`src/rtl/sram_port_arbiter_pkg.sv`:
```
// Shared definitions for the external SRAM port arbiter: FSM state
// encoding, port-select type and the minimum legal access length.
package sram_port_arbiter_pkg;

  // FSM state encoding (IDLE -> ACCESS -> TURN -> IDLE)
  localparam logic [1:0] ST_IDLE   = 2'd0;
  localparam logic [1:0] ST_ACCESS = 2'd1;
  localparam logic [1:0] ST_TURN   = 2'd2;

  // Which requester owns the access currently in flight
  typedef enum logic {
    PORT_A = 1'b0,
    PORT_B = 1'b1
  } port_sel_e;

  // An access needs one setup cycle, at least one strobe cycle and one hold cycle
  localparam int ACC_CYCLES_MIN = 3;

endpackage : sram_port_arbiter_pkg

```
`src/rtl/sram_port_arbiter.sv`:
```
// Two-port arbiter in front of a 512Kx8 asynchronous SRAM.
// Port A (Oric core, 64 KB window) and port B (bulk loader, full 19-bit
// space) take turns; every access runs ACC_CYCLES cycles with address and
// data held stable, the write strobe kept away from both ends of the access,
// and is followed by a one-cycle turnaround so requesters can drop req.
// All pin-facing outputs are registered so sram_we_n cannot glitch.
module sram_port_arbiter
  import sram_port_arbiter_pkg::*;
#(
  parameter int         ACC_CYCLES = 4,
  parameter logic [2:0] A_BASE     = 3'b000,
  parameter int         STARVE_MAX = 8
) (
  input  logic        clk_sys,
  input  logic        reset,
  // port A: Oric core
  input  logic        a_req,
  input  logic        a_we,
  input  logic [15:0] a_addr,
  input  logic [7:0]  a_d,
  output logic [7:0]  a_q,
  output logic        a_ack,
  // port B: bulk loader
  input  logic        b_req,
  input  logic        b_we,
  input  logic [18:0] b_addr,
  input  logic [7:0]  b_d,
  output logic [7:0]  b_q,
  output logic        b_ack,
  // SRAM pins
  output logic [18:0] sram_a,
  output logic        sram_we_n,
  output logic [7:0]  sram_dout,
  output logic        sram_drive,
  input  logic [7:0]  sram_din,
  // status
  output logic        busy_b
);

  localparam int CW = $clog2(ACC_CYCLES);
  localparam int SW = $clog2(STARVE_MAX + 1);

  localparam logic [CW-1:0] CNT_LAST        = CW'(ACC_CYCLES - 1);
  localparam logic [CW-1:0] CNT_STROBE_LAST = CW'(ACC_CYCLES - 2);
  localparam logic [SW-1:0] STARVE_LIM      = SW'(STARVE_MAX);

  if (ACC_CYCLES < ACC_CYCLES_MIN) begin : g_bad_acc_cycles
    $error("sram_port_arbiter: ACC_CYCLES must be at least %0d", ACC_CYCLES_MIN);
  end

  logic [1:0]    state;
  logic [CW-1:0] cnt;
  logic [SW-1:0] starve_cnt;
  port_sel_e     grant;
  logic          wr;

  logic          b_wins;
  logic [CW-1:0] cnt_next;
  logic          strobe_next;

  // Arbitration decision and next-cycle write-strobe qualification
  always_comb begin
    // NOTE: every always_comb output is assigned on every path here, so no
    // latch can be inferred; add a default first if a branch is ever added.
    b_wins      = b_req && (!a_req || (starve_cnt == STARVE_LIM));
    cnt_next    = cnt + 1'b1;
    // cnt_next is never 0 while counting, so only the upper bound matters
    strobe_next = wr && (cnt_next <= CNT_STROBE_LAST);
  end

  // Access sequencer: grant, timed SRAM pin control, read capture and ack
  always_ff @(posedge clk_sys) begin
    // NOTE: all state here uses non-blocking assignments so every register
    // samples pre-edge values, regardless of statement order.
    if (reset) begin
      state      <= ST_IDLE;
      cnt        <= '0;
      starve_cnt <= '0;
      grant      <= PORT_A;
      wr         <= 1'b0;
      sram_a     <= '0;
      sram_we_n  <= 1'b1;
      sram_dout  <= '0;
      sram_drive <= 1'b0;
      a_q        <= '0;
      b_q        <= '0;
      a_ack      <= 1'b0;
      b_ack      <= 1'b0;
      busy_b     <= 1'b0;
    end else begin
      a_ack <= 1'b0;
      b_ack <= 1'b0;

      case (state)
        ST_IDLE: begin
          sram_we_n  <= 1'b1;
          sram_drive <= 1'b0;
          if (a_req || b_req) begin
            state <= ST_ACCESS;
            cnt   <= '0;
            if (b_wins) begin
              grant      <= PORT_B;
              wr         <= b_we;
              sram_a     <= b_addr;
              sram_dout  <= b_d;
              sram_drive <= b_we;
              busy_b     <= 1'b1;
              starve_cnt <= '0;
            end else begin
              grant      <= PORT_A;
              wr         <= a_we;
              sram_a     <= {A_BASE, a_addr};
              sram_dout  <= a_d;
              sram_drive <= a_we;
              if (!b_req) begin
                starve_cnt <= '0;
              end else if (starve_cnt != STARVE_LIM) begin
                starve_cnt <= starve_cnt + 1'b1;
              end
            end
          end
        end

        ST_ACCESS: begin
          if (cnt == CNT_LAST) begin
            state      <= ST_TURN;
            sram_we_n  <= 1'b1;
            sram_drive <= 1'b0;
            busy_b     <= 1'b0;
            if (grant == PORT_A) begin
              a_ack <= 1'b1;
              if (!wr) a_q <= sram_din;
            end else begin
              b_ack <= 1'b1;
              if (!wr) b_q <= sram_din;
            end
          end else begin
            cnt       <= cnt_next;
            sram_we_n <= !strobe_next;
          end
        end

        ST_TURN: begin
          state      <= ST_IDLE;
          sram_we_n  <= 1'b1;
          sram_drive <= 1'b0;
        end

        default: begin
          state      <= ST_IDLE;
          sram_we_n  <= 1'b1;
          sram_drive <= 1'b0;
        end
      endcase
    end
  end

endmodule : sram_port_arbiter

```
`config.mk`:
```
export PLATFORM = sky130hd
export DESIGN_NAME = sram_port_arbiter
export DESIGN_NICKNAME = d
export VERILOG_FILES = /design/src/rtl/sram_port_arbiter_pkg.sv /design/src/rtl/sram_port_arbiter.sv
export SDC_FILE = /design/constraint.sdc
export NUM_CORES = 1
export LEC_CHECK = 0
export ABC_AREA = 1
export ABC_CLOCK_PERIOD_IN_PS = 1300
export BUFFER_PORTS_ARGS = -buffer_cell sky130_fd_sc_hd__buf_2
export CORE_MARGIN = 3
export CORE_UTILIZATION = 43
export DETAILED_ROUTE_END_ITERATION = 8
export PLACE_DENSITY = 0.85
export SYNTH_ARGS = -nofsm -noshare
export SYNTH_HDL_FRONTEND = slang
export SYNTH_SLANG_ARGS = --single-unit
```
`constraint.sdc`:
```
create_clock -name clk_sys -period 1.3 [get_ports clk_sys]
set_input_delay 0.13 -clock clk_sys [delete_from_list [all_inputs] [get_ports clk_sys]]
set_output_delay 0.13 -clock clk_sys [all_outputs]
set_load 0.02 [all_outputs]
```
# Word-level counts from Yosys, hierarchy flattened

Index checks and enable logic that the tools add are counted.

Output and inout port bits: 48
Input port bits: 65
Word-level logic and storage cells: 68
Bits in registers: 58

Bitwise operators: 4
$add $sub $neg: 2
$lt $le $gt $ge: 1
Mux-type cells: 21
Reductions and logical operators: 17
Equal/unequal tests: 9

Operators with widths:

| operator              | number |
|---|---|
| $mux W19              | 1 |
| $mux W4               | 3 |
| $reduce_and A4 Y1     | 3 |
| $mux W1               | 8 |
| $mux W2               | 4 |
| $mux W8               | 1 |
| $ne A2 B2 Y1 const B  | 4 |
| $pmux W2 S2           | 2 |
| $reduce_and A3 Y1     | 2 |
| $reduce_or A3 Y1      | 2 |
| $add A4 B1 Y4 const B | 1 |
| $eq A4 B4 Y1 const B  | 1 |
| $ne A4 B4 Y1 const B  | 1 |
| $not A1 Y1            | 4 |
| $pmux W1 S2           | 2 |
| $reduce_and A2 Y1     | 2 |
| $ne A3 B1 Y1 const B  | 1 |
| $add A2 B1 Y2 const B | 1 |
| $eq A2 B1 Y1 const B  | 1 |
| $eq A2 B2 Y1 const B  | 1 |
| $le A2 B2 Y1 const B  | 1 |
| $logic_and A1 B1 Y1   | 2 |
| $logic_not A1 Y1      | 2 |
| $logic_not A2 Y1      | 1 |
| other kinds (2)       | 3 |

# Longest topological paths before layout

Gate-level depths: netlist of the first run.

Depth in word-level cells: 6
Gate-level depth with buffers: 9
Depth with buffers taken out: 8

# Worst setup path before layout of the first run

No wires, ideal clock.

Path kind: flip-flop to flip-flop
Start: register starve_cnt[0]
End: register sram_a[10]
Required time: 1.168 ns
Buffers on the path: 1
Arrival time: 1.238 ns
Setup time: 0.132 ns
Clock period less this slack: 1.370 ns
Setup slack: -0.070 ns
Cell stages (with the launch flop): 10
Path through: dfxtp_1 inv_1 ha_1 nand3_1 nand2_2 nand2_4 buf_2 nand2_1 nand3_1 a21oi_1

Longest elaborated chain between the ends: 4

RTL lines:

| item                   | line                     | text |
|---|---|---|
| from (decl)            | sram_port_arbiter.sv:53  | `logic [SW-1:0] starve_cnt;` |
| from (signal assigned) | sram_port_arbiter.sv:118 | `starve_cnt <= starve_cnt + 1'b1;` |
| $eq A4 B4 Y1           | sram_port_arbiter.sv:65  | `b_wins = b_req && (!a_req \|\| (starve_cnt == STARVE_LIM));` |
| $logic_or A1 B1 Y1     | sram_port_arbiter.sv:65  |  |
| $logic_and A1 B1 Y1    | sram_port_arbiter.sv:65  |  |
| $mux W19               | sram_port_arbiter.sv:101 | `if (b_wins) begin` |
| to (signal assigned)   | sram_port_arbiter.sv:104 | `sram_a <= b_addr;` |
| to (signal assigned)   | sram_port_arbiter.sv:112 | `sram_a <= {A_BASE, a_addr};` |
| to (decl)              | sram_port_arbiter.sv:31  | `output logic [18:0] sram_a,` |

No other way between the ends.
A chain may end at the register's enable or synchronous reset.

# Final worst setup path of the first run

Start: register starve_cnt[0]
End: register sram_a[7]

Same word-level chain as after synthesis.

==> impl_metrics.toml, run 1 <==
[critical_path]
reg2regPathDepth = 9
required_ns = 1.57
worst_path_max_delay_cell = "dfxtp_2"
reg2reg_from = "starve_cnt[0]$_SDFFE_PP0P_"
ff2ff_setup_slack_ns = -0.05
cpPeakStageDelay_ns = 0.33
cp_max_fo = 7
end_kind = "flip-flop"
criticalPathCategory = "flip-flop to flip-flop"
cp-endpoint = "sram_a[7]$_SDFFE_PP0P_"
critPathArrivalTime_ns = 1.62
crit_chain = "inv_2 > ha_4 > nand3_4 > nand2_8 > nand2_8 > buf_6 > nand2_1 > nand3_1 > a21oi_2"
critPathTopFamily = "simple AND/OR/NAND/NOR gates"
critPathLaunchType = "flip-flop"
rr_endpoint = "sram_a[7]$_SDFFE_PP0P_"
worstSetupStartpoint = "starve_cnt[0]$_SDFFE_PP0P_"
crit_path_frequent_cell = "nand2_8"
cp_num_cells = 9
cp_num_buf_inv = 2

[die]
floorplan.die_area_um2 = 7110
core_area_um2 = 5710
die_h_um = 84.3
io_pins = 113
start_util = 0.462
die_w_um = 84.3
core.rowCount = 27

[synthesis]
synthCells = 376
synth_warnings = 0
synth_cell_types = 26
syn-num-nets = 445
yosysTopAreaCell = "dfxtp_1"
ys_top_cells_by_area = "dfxtp_1, nand3_1, nand2_1, inv_1, a21oi_1"
avgSynthCellArea_um2 = 7.02
syn_area_um2 = 2640
synth.top_cell.area_share = 0.440
synth-seq-area-share = 0.440
ys_ff_latch = 58

[sta]
hold_viol = 0
fin_worst_skew_ns = 0.00621
setup_ws_ns = -0.0506
min_period_over_period = 1.04
drv_slew = 0
slew-limit-headroom = 0.512
setup_violations = 5
fin_crit_ns = 1.35
rsz0062_at_grt = "true"
timing.fmax_mhz = 740
worst_slew_pin_slew_ns = 0.731

[cells_and_area]
fin_util = 0.696
layout-drive-gt1-share = 0.462
layoutNonFillerInstCount = 581
fin_nets = 573
final_area_um2 = 3970
diodes = 0
synthToLayoutAreaGrowth_pct = 50.5

[clocking]
cts-root-buf = "clkbuf_8"
cts_buffers = 9
worst_skew_pair.late_latency_ns = 0.33
clock_path_buffers = 2
cts.sinks = 58
cts_tree = "built"
clk_pin_slew_ns = 0.07
htreeDepth = 3

[power_and_ir_drop]
ir_drop_mv = 0.938
power_density_nw_per_um2 = 1160
comb_power_share = 0.189
p_total_mw = 4.61
clkPwrFrac = 0.394
p_sw_mw = 1.32
seq_power_share = 0.417
power_leakage_nw = 2.01
netSwitchingFraction = 0.285
internal_power_mw = 3.29

[placed_design]
port_buffers = 112
place_area_um2 = 3380
dp.cells = 563
gp_congestion = 0.880
hpwl_mm = 5.29
pre_cts_slack_ns = -0.0907

[grt]
grt_max_degree = 26
grt_pass1_vias = 2815
grt_pass1_wl_mm = 12.5
grt_overflow = 0
antenna_found_initial = 0
track_usage = 0.214

[detailed_routing]
drt_iter0_drc = 194
wl_met3_um = 760
vias_per_cell = 5.04
met1_length_mm = 3.24
route.met2.wl_mm = 3.81
ant_nets = 0
firstDrtPassIters = 4
routedWlPerCell_um = 13.7
routed.top_layer = "met4"
drcViolationCount = 0
vias = 2926
drt_wl_total_mm = 7.97

[run_status]
status = "complete, but fails checks"
failed_checks = "negative setup slack"

[job]
maxCapViolations = 0

[worst_hold_path]
min_path_type = "input port to flip-flop"
## tightest hold or removal path: cells and delay by family
family | cells | cell delay (ns)
simple gates | 2 | 0.11
buf+inv | 1 | 0.09
## cells in the mapped netlist
cell type,number
nand3_1,55
o21ai_4,1
nand2_1,66
dfxtp_1,58
o21a_1,1
ha_1,4
inv_1,62
o21ai_0,18
nor2_4,1
nor2_2,2
nand2_2,1
buf_1,2
nor3_1,4
xnor2_1,1
a21oi_1,33
buf_4,1
nand2_4,1
clkbuf_1,6
inv_2,3
nor3_2,1
o21ai_1,1
buf_6,2
buf_2,8
nor2_1,41
nor3_4,2
nand3_2,1
## metal layers
layer	up-vias	track usage
li1	1432	-
met1	1339	0.250
met2	139	0.356
met3	16	0.0726
met4	0	0.0978
met5	-	0
## per-stage QoR
step	TNS (ns)	hold WS, ns
after floorplan	0	0.265
after global placement	0	0.370
after detailed placement	-0.616	0.378
after CTS	0	0.0257
after global routing	-1.68	0.0163
final	-0.109	0.0228
## power groups by stage
stage	registers (mW)	logic (mW)	clock network (mW)
after global placement	1.96	0.712	0
after detailed placement	1.96	0.725	0
after CTS	1.92	0.780	1.85
final	1.92	0.871	1.81
after global routing	1.93	0.947	1.95
after floorplan	2.05	0.345	0
## layout make-up
cell class	instances	area, um^2
Multi-Input combinational cell	234	1460
Fill cell	446	1740
Timing Repair Buffer	136	796
Inverter	65	244
Clock inverter	7	93.8
Clock buffer	9	124
Tap cell	72	90.1
Sequential cell	58	1170
## registers in the layout, summed over array words and instances (netlist names), 2 cells and up
name,count
cnt,2
sram_dout,8
sram_a,19
starve_cnt,4
b_q,8
state,2
a_q,8
## cells in the final DEF (no fill, tap or decap), drive strengths merged, types with 2 or more instances in the layout
master	instances
buf	136
nand2	68
inv	65
dfxtp	58
nand3	56
nor2	44
a21oi	33
o21ai	20
clkbuf	9
nor3	7
ha	4
clkinv	3
clkinvlp	2
bufinv	2
## worst min path at each step
| stage | start | to | depth (start not counted) |
|---|---|---|---|
| 3_5_place_dp | sram_din[4] | a_q[4]$_SDFFE_PP0P_ | 3 |
| 6_report | sram_din[4] | a_q[4]$_SDFFE_PP0P_ | 3 |
| 3_3_place_gp | sram_din[3] | a_q[3]$_SDFFE_PP0P_ | 3 |
| 5_1_grt | sram_din[5] | b_q[5]$_SDFFE_PP0P_ | 3 |
| 2_1_floorplan | sram_din[0] | a_q[0]$_SDFFE_PP0P_ | 2 |
| 4_1_cts | sram_din[4] | a_q[4]$_SDFFE_PP0P_ | 3 |
## cells by family after synthesis
kind of cell,share of synthesized area
AO/OA/AOI/OAI,0.108
XOR/XNOR,0.00332
adder cells (fa/ha/maj),0.0190
buffers and inverters,0.130
flip-flops,0.440
AND/OR/NAND/NOR,0.300
## timing repair
item,in CTS,in global routing
gates cloned,0,0
gates resized for setup,37,65
pin swaps,10,28
buffers inserted,2,0
setup endpoints to repair,36,44
hold buffers,0,0
(Power assumes the default switching activity.)
==> run 2, diff against run 1 <==
--- a/config.mk
+++ b/config.mk
@@ -8,10 +8,12 @@
 export ABC_AREA = 1
 export ABC_CLOCK_PERIOD_IN_PS = 1300
 export BUFFER_PORTS_ARGS = -buffer_cell sky130_fd_sc_hd__buf_2
+export CELL_PAD_IN_SITES_DETAIL_PLACEMENT = 0
+export CELL_PAD_IN_SITES_GLOBAL_PLACEMENT = 1
 export CORE_MARGIN = 3
-export CORE_UTILIZATION = 43
+export CORE_UTILIZATION = 29
 export DETAILED_ROUTE_END_ITERATION = 8
-export PLACE_DENSITY = 0.85
+export PLACE_DENSITY = 0.84
 export SYNTH_ARGS = -nofsm -noshare
 export SYNTH_HDL_FRONTEND = slang
 export SYNTH_SLANG_ARGS = --single-unit
==> impl_metrics.toml, run 2 (synthesized netlist as in run 1, its figures left out) <==
[run_status]
status = "complete, but fails checks"
failed_checks = "negative setup slack"

[cells_and_area]
final_common_cell = "buf_2"
register_area_um2 = 1170
final_cell_mix = "buf_2, inv_1, nand2_1"
fin_nets = 575
fin_util = 0.458
layout-drive-gt1-share = 0.403
nFillCells = 925
layoutNonFillerInstCount = 620
largest_register_ffs = 19
synthToLayoutAreaGrowth_pct = 52.2
largest_register = "sram_a"
multi_input_area_um2 = 1350

[sta]
rsz0062_at_grt = "true"
hold_viol = 0
min_period_over_period = 1.02
fin_worst_skew_ns = 0.0105
setup_violations = 7
timing.fmax_mhz = 753
slew-limit-headroom = 0.585
setup_ws_ns = -0.0272
fin_crit_ns = 1.33
fin_hold_ws_ns = 0.0109
drv_slew = 0
worst_slew_pin_slew_ns = 0.622

[critical_path]
worstSetupStartpoint = "starve_cnt[1]$_SDFFE_PP0P_"
critPathLaunchType = "flip-flop"
criticalPathCategory = "flip-flop to flip-flop"
critPathArrivalTime_ns = 1.60
required_ns = 1.57
end_kind = "flip-flop"
reg2reg_from = "starve_cnt[1]$_SDFFE_PP0P_"
cp_max_fo = 6

[grt]
grt_overflow = 0
grt_pass1_vias = 2633
grt_pass1_wl_mm = 12.1
antenna_found_initial = 3
grt_max_degree = 38
track_usage = 0.148

[die]
floorplan.die_area_um2 = 10300
start_util = 0.301
die_h_um = 101
io_pins = 113
core_area_um2 = 8760
core.rowCount = 34
die_w_um = 101

[placed_design]
hpwl_mm = 5.52
port_buffers = 112
gp_congestion = 0.780
dp.cells = 600
pre_cts_slack_ns = -0.0282

[power_and_ir_drop]
power_leakage_nw = 2.04
ir_drop_mv = 0.523
p_total_mw = 4.87
power_density_nw_per_um2 = 1210

[detailed_routing]
ant_nets = 0
routedWlPerCell_um = 12.6
vias_per_cell = 4.58
vias = 2838
firstDrtPassIters = 4
drt_iter0_drc = 95
drcViolationCount = 0
drt_wl_total_mm = 7.82

[clocking]
hold_buffers = 0
cts.sinks = 58
clk_pin_slew_ns = 0.07
cts_tree = "built"
cts-root-buf = "clkbuf_8"
cts_buffers = 9
worst_skew_pair.late_latency_ns = 0.34
clock_path_buffers = 2
htreeDepth = 3

[worst_hold_path]
min_path_type = "input port to flip-flop"
hold_start = "sram_din[3]"

[job]
maxCapViolations = 0
run 2: changes by cell type in the layout (fill, tap and decap cells not counted), moves of 5 or more:
cell | previous run | this run
a21oi_1 | 19 | 24
nand2_2 | 13 | 6
nand3_2 | 14 | 7
nand2_1 | 48 | 58
a21oi_2 | 14 | 9
nand3_1 | 39 | 45
run 2: stage by stage:
step                      area [um^2]  setup TNS [ns]
after floorplan                  2650               0
after global placement           3450        -0.00368
after detailed placement         3450          -0.544
after CTS                        3740          -0.120
after global routing             4020           -3.19
final                            4020         -0.0716
run 2: critical path: stages, from the launching register on:
cell	delay, ns
dfxtp_2	0.32
inv_2	0.06
ha_4	0.13
nand3_4	0.10
nand2_8	0.11
nand2_8	0.09
buf_6	0.16
nand2_1	0.07
nand3_2	0.06
a21oi_1	0.15
run 2: timing repair:
| item | in CTS | in global routing |
|---|---|---|
| pin swaps | 5 | 23 |
| endpoints found under the setup margin | 43 | 43 |
| setup buffers | 0 | 1 |
| resized for setup | 10 | 60 |
| gates cloned | 0 | 2 |
run 2: area by class of cell:
class,count,share of cell area
clock buffer,12,0.0386
antenna,1,0.000623
timing repair buffer,138,0.214
inverter,65,0.0620
clock inverter,4,0.0243
sequential,58,0.291
tap,108,0.0337
multi-input combinational,234,0.336
run 2: final timing paths:
check	endpoint	slack (ns)	cells past startpoint
worst max-delay path	sram_dout[2]$_SDFFE_PP0P_	-0.03	9
worst min-delay path	b_q[3]$_SDFFE_PP0P_	0.01	3
worst max register to register	sram_dout[2]$_SDFFE_PP0P_	-0.03	9
worst min register to register	sram_dout[5]$_SDFFE_PP0P_	0.46	2
run 2: per-layer routing:
layer,vias up,global-route usage,wire (um)
li1,1442,-,-
met1,1296,0.179,3450
met2,83,0.235,3520
met3,13,0.0606,749
met4,4,0.0573,80
met5,-,0,21
run 2: power by group:
part	switching, mW	leakage, nW	total (mW)	internal (mW)
sequential	0.0557	0.476	1.92	1.87
clock	0.734	0.123	2.11	1.38
combinational	0.487	1.45	0.837	0.350
==> run 3, diff against run 2 <==
--- a/config.mk
+++ b/config.mk
@@ -14,6 +14,7 @@
 export CORE_UTILIZATION = 29
 export DETAILED_ROUTE_END_ITERATION = 8
 export PLACE_DENSITY = 0.84
+export RECOVER_POWER = 25
 export SYNTH_ARGS = -nofsm -noshare
 export SYNTH_HDL_FRONTEND = slang
 export SYNTH_SLANG_ARGS = --single-unit
==> impl_metrics.toml, run 3 (synthesized netlist as in run 1, its figures left out) <==
[critical_path]
criticalPathCategory = "flip-flop to flip-flop"
worstSetupStartpoint = "starve_cnt[1]$_SDFFE_PP0P_"
required_ns = 1.57
cp_max_fo = 6
crit_chain = "inv_2 > ha_4 > nand3_4 > nand2_8 > nand2_8 > buf_6 > nand2_1 > nand3_2 > a21oi_1"
crit_path_frequent_cell = "nand2_8"
reg2reg_from = "starve_cnt[1]$_SDFFE_PP0P_"
cp-endpoint = "sram_dout[2]$_SDFFE_PP0P_"
cpPeakStageDelay_ns = 0.32
rr_endpoint = "sram_dout[2]$_SDFFE_PP0P_"
critPathArrivalTime_ns = 1.60
ff2ff_setup_slack_ns = -0.03
end_kind = "flip-flop"
reg2regPathDepth = 9
worst_path_max_delay_cell = "dfxtp_2"
critPathLaunchType = "flip-flop"

[cells_and_area]
layout-drive-gt1-share = 0.376
final_cell_mix = "buf_2, inv_1, nand2_1"
fin_nets = 575
synthToLayoutAreaGrowth_pct = 51.4
largest_register = "sram_a"
final_common_cell = "buf_2"
largest_register_ffs = 19
nFillCells = 931

[clocking]
hold_buffers = 0
cts_tree = "built"
cts-root-buf = "clkbuf_8"
clock_path_buffers = 2
cts.sinks = 58
clk_pin_slew_ns = 0.07
cts_buffers = 9
htreeDepth = 3
worst_skew_pair.late_latency_ns = 0.34

[detailed_routing]
ant_nets = 0
firstDrtPassIters = 4
drt_iter0_drc = 94
vias_per_cell = 4.58
drcViolationCount = 0
routedWlPerCell_um = 12.6
drt_wl_total_mm = 7.83
vias = 2840

[grt]
track_usage = 0.148
grt_max_degree = 38
grt_overflow = 0
grt_pass1_vias = 2633
grt_pass1_wl_mm = 12.1
antenna_found_initial = 3

[job]
maxCapViolations = 0

[power_and_ir_drop]
power_density_nw_per_um2 = 1220
power_leakage_nw = 1.99
ir_drop_mv = 0.523
p_total_mw = 4.87

[run_status]
status = "complete, but fails checks"
failed_checks = "negative setup slack"

[sta]
hold_viol = 0
worst_slew_pin_slew_ns = 0.621
min_period_over_period = 1.02
rsz0062_at_grt = "true"
fin_worst_skew_ns = 0.0102
timing.fmax_mhz = 753
slew-limit-headroom = 0.586
fin_crit_ns = 1.33
drv_slew = 0
setup_tns_ns = -0.0618
setup_ws_ns = -0.0273
setup_violations = 6

[placed_design]
port_buffers = 112
hpwl_mm = 5.52
pre_cts_slack_ns = -0.0282
gp_congestion = 0.780

[die]
start_util = 0.301
io_pins = 113
die_h_um = 101
die_w_um = 101
core_area_um2 = 8760
core.rowCount = 34
floorplan.die_area_um2 = 10300

[worst_hold_path]
min_path_type = "input port to flip-flop"
[run 3: cell types whose count changed in the layout (fill, tap and decap cells not counted)]
cell      before  now
clkbuf_1       1   15
buf_2        112   99
buf_4         13   12
[run 3: what timing repair did]
item / 4_1_cts / 5_1_grt
pin swaps: 5 / 23
hold endpoints to repair: 0 / 0
endpoints found under the setup margin: 43 / 43
buffers inserted: 0 / 1
gates cloned: 0 / 2
resized for setup: 10 / 60
[run 3: how the worst min path moves through the flow]
stage / from / to / slack, ns / cells past startpoint
after CTS: sram_din[7] / b_q[7]$_SDFFE_PP0P_ / 0.008 / 3
after floorplan: sram_din[0] / a_q[0]$_SDFFE_PP0P_ / 0.26 / 2
final: sram_din[3] / b_q[3]$_SDFFE_PP0P_ / 0.01 / 3
after global routing: sram_din[5] / b_q[5]$_SDFFE_PP0P_ / 0.007 / 3
after detailed placement: sram_din[7] / a_q[7]$_SDFFE_PP0P_ / 0.37 / 3
after global placement: sram_din[5] / a_q[5]$_SDFFE_PP0P_ / 0.37 / 3
[run 3: through the flow]
| step | instances | hold slack [ns] | util | instance area, um^2 |
|---|---|---|---|---|
| 2_1_floorplan | 376 | 0.265 | - | 2650 |
| 3_3_place_gp | 600 | 0.368 | 0.393 | 3450 |
| 3_5_place_dp | 600 | 0.374 | 0.393 | 3450 |
| 4_1_cts | 616 | 0.00754 | 0.426 | 3740 |
| 5_1_grt | 620 | 0.00722 | 0.456 | 4000 |
| 6_report | 620 | 0.0110 | 0.456 | 4000 |
[run 3: critical path, delay by kind of cell, from the launching register on]
kind,cells,cell delay (ns)
AOI/OAI and AO/OA,1,0.15
DFF,1,0.32
adders and majority gates,1,0.13
and+or+nand+nor,5,0.43
buffers and inverters,2,0.22
[run 3: final cells by class]
type                       instances  area, um^2  area share
multi-input combinational        234        1350       0.338
tap                              108         135      0.0338
antenna                            1        2.50    0.000626
sequential                        58        1170       0.293
clock buffer                      12         155      0.0388
clock inverter                     4        97.6      0.0244
timing repair buffer             138         838       0.210
inverter                          65         249      0.0623
[run 3: power breakdown]
part | leakage (nW) | internal [mW] | switching (mW)
clock network | 0.123 | 1.38 | 0.733
registers | 0.476 | 1.87 | 0.0569
logic | 1.39 | 0.342 | 0.486
[run 3: per-layer routing]
layer  vias to the layer above  global-route usage  wire length, um
li1                       1442                   -                -
met3                        13              0.0606              768
met4                         4              0.0573               80
met2                        91               0.235             3520
met1                      1290               0.179             3440
met5                         -                   0               21
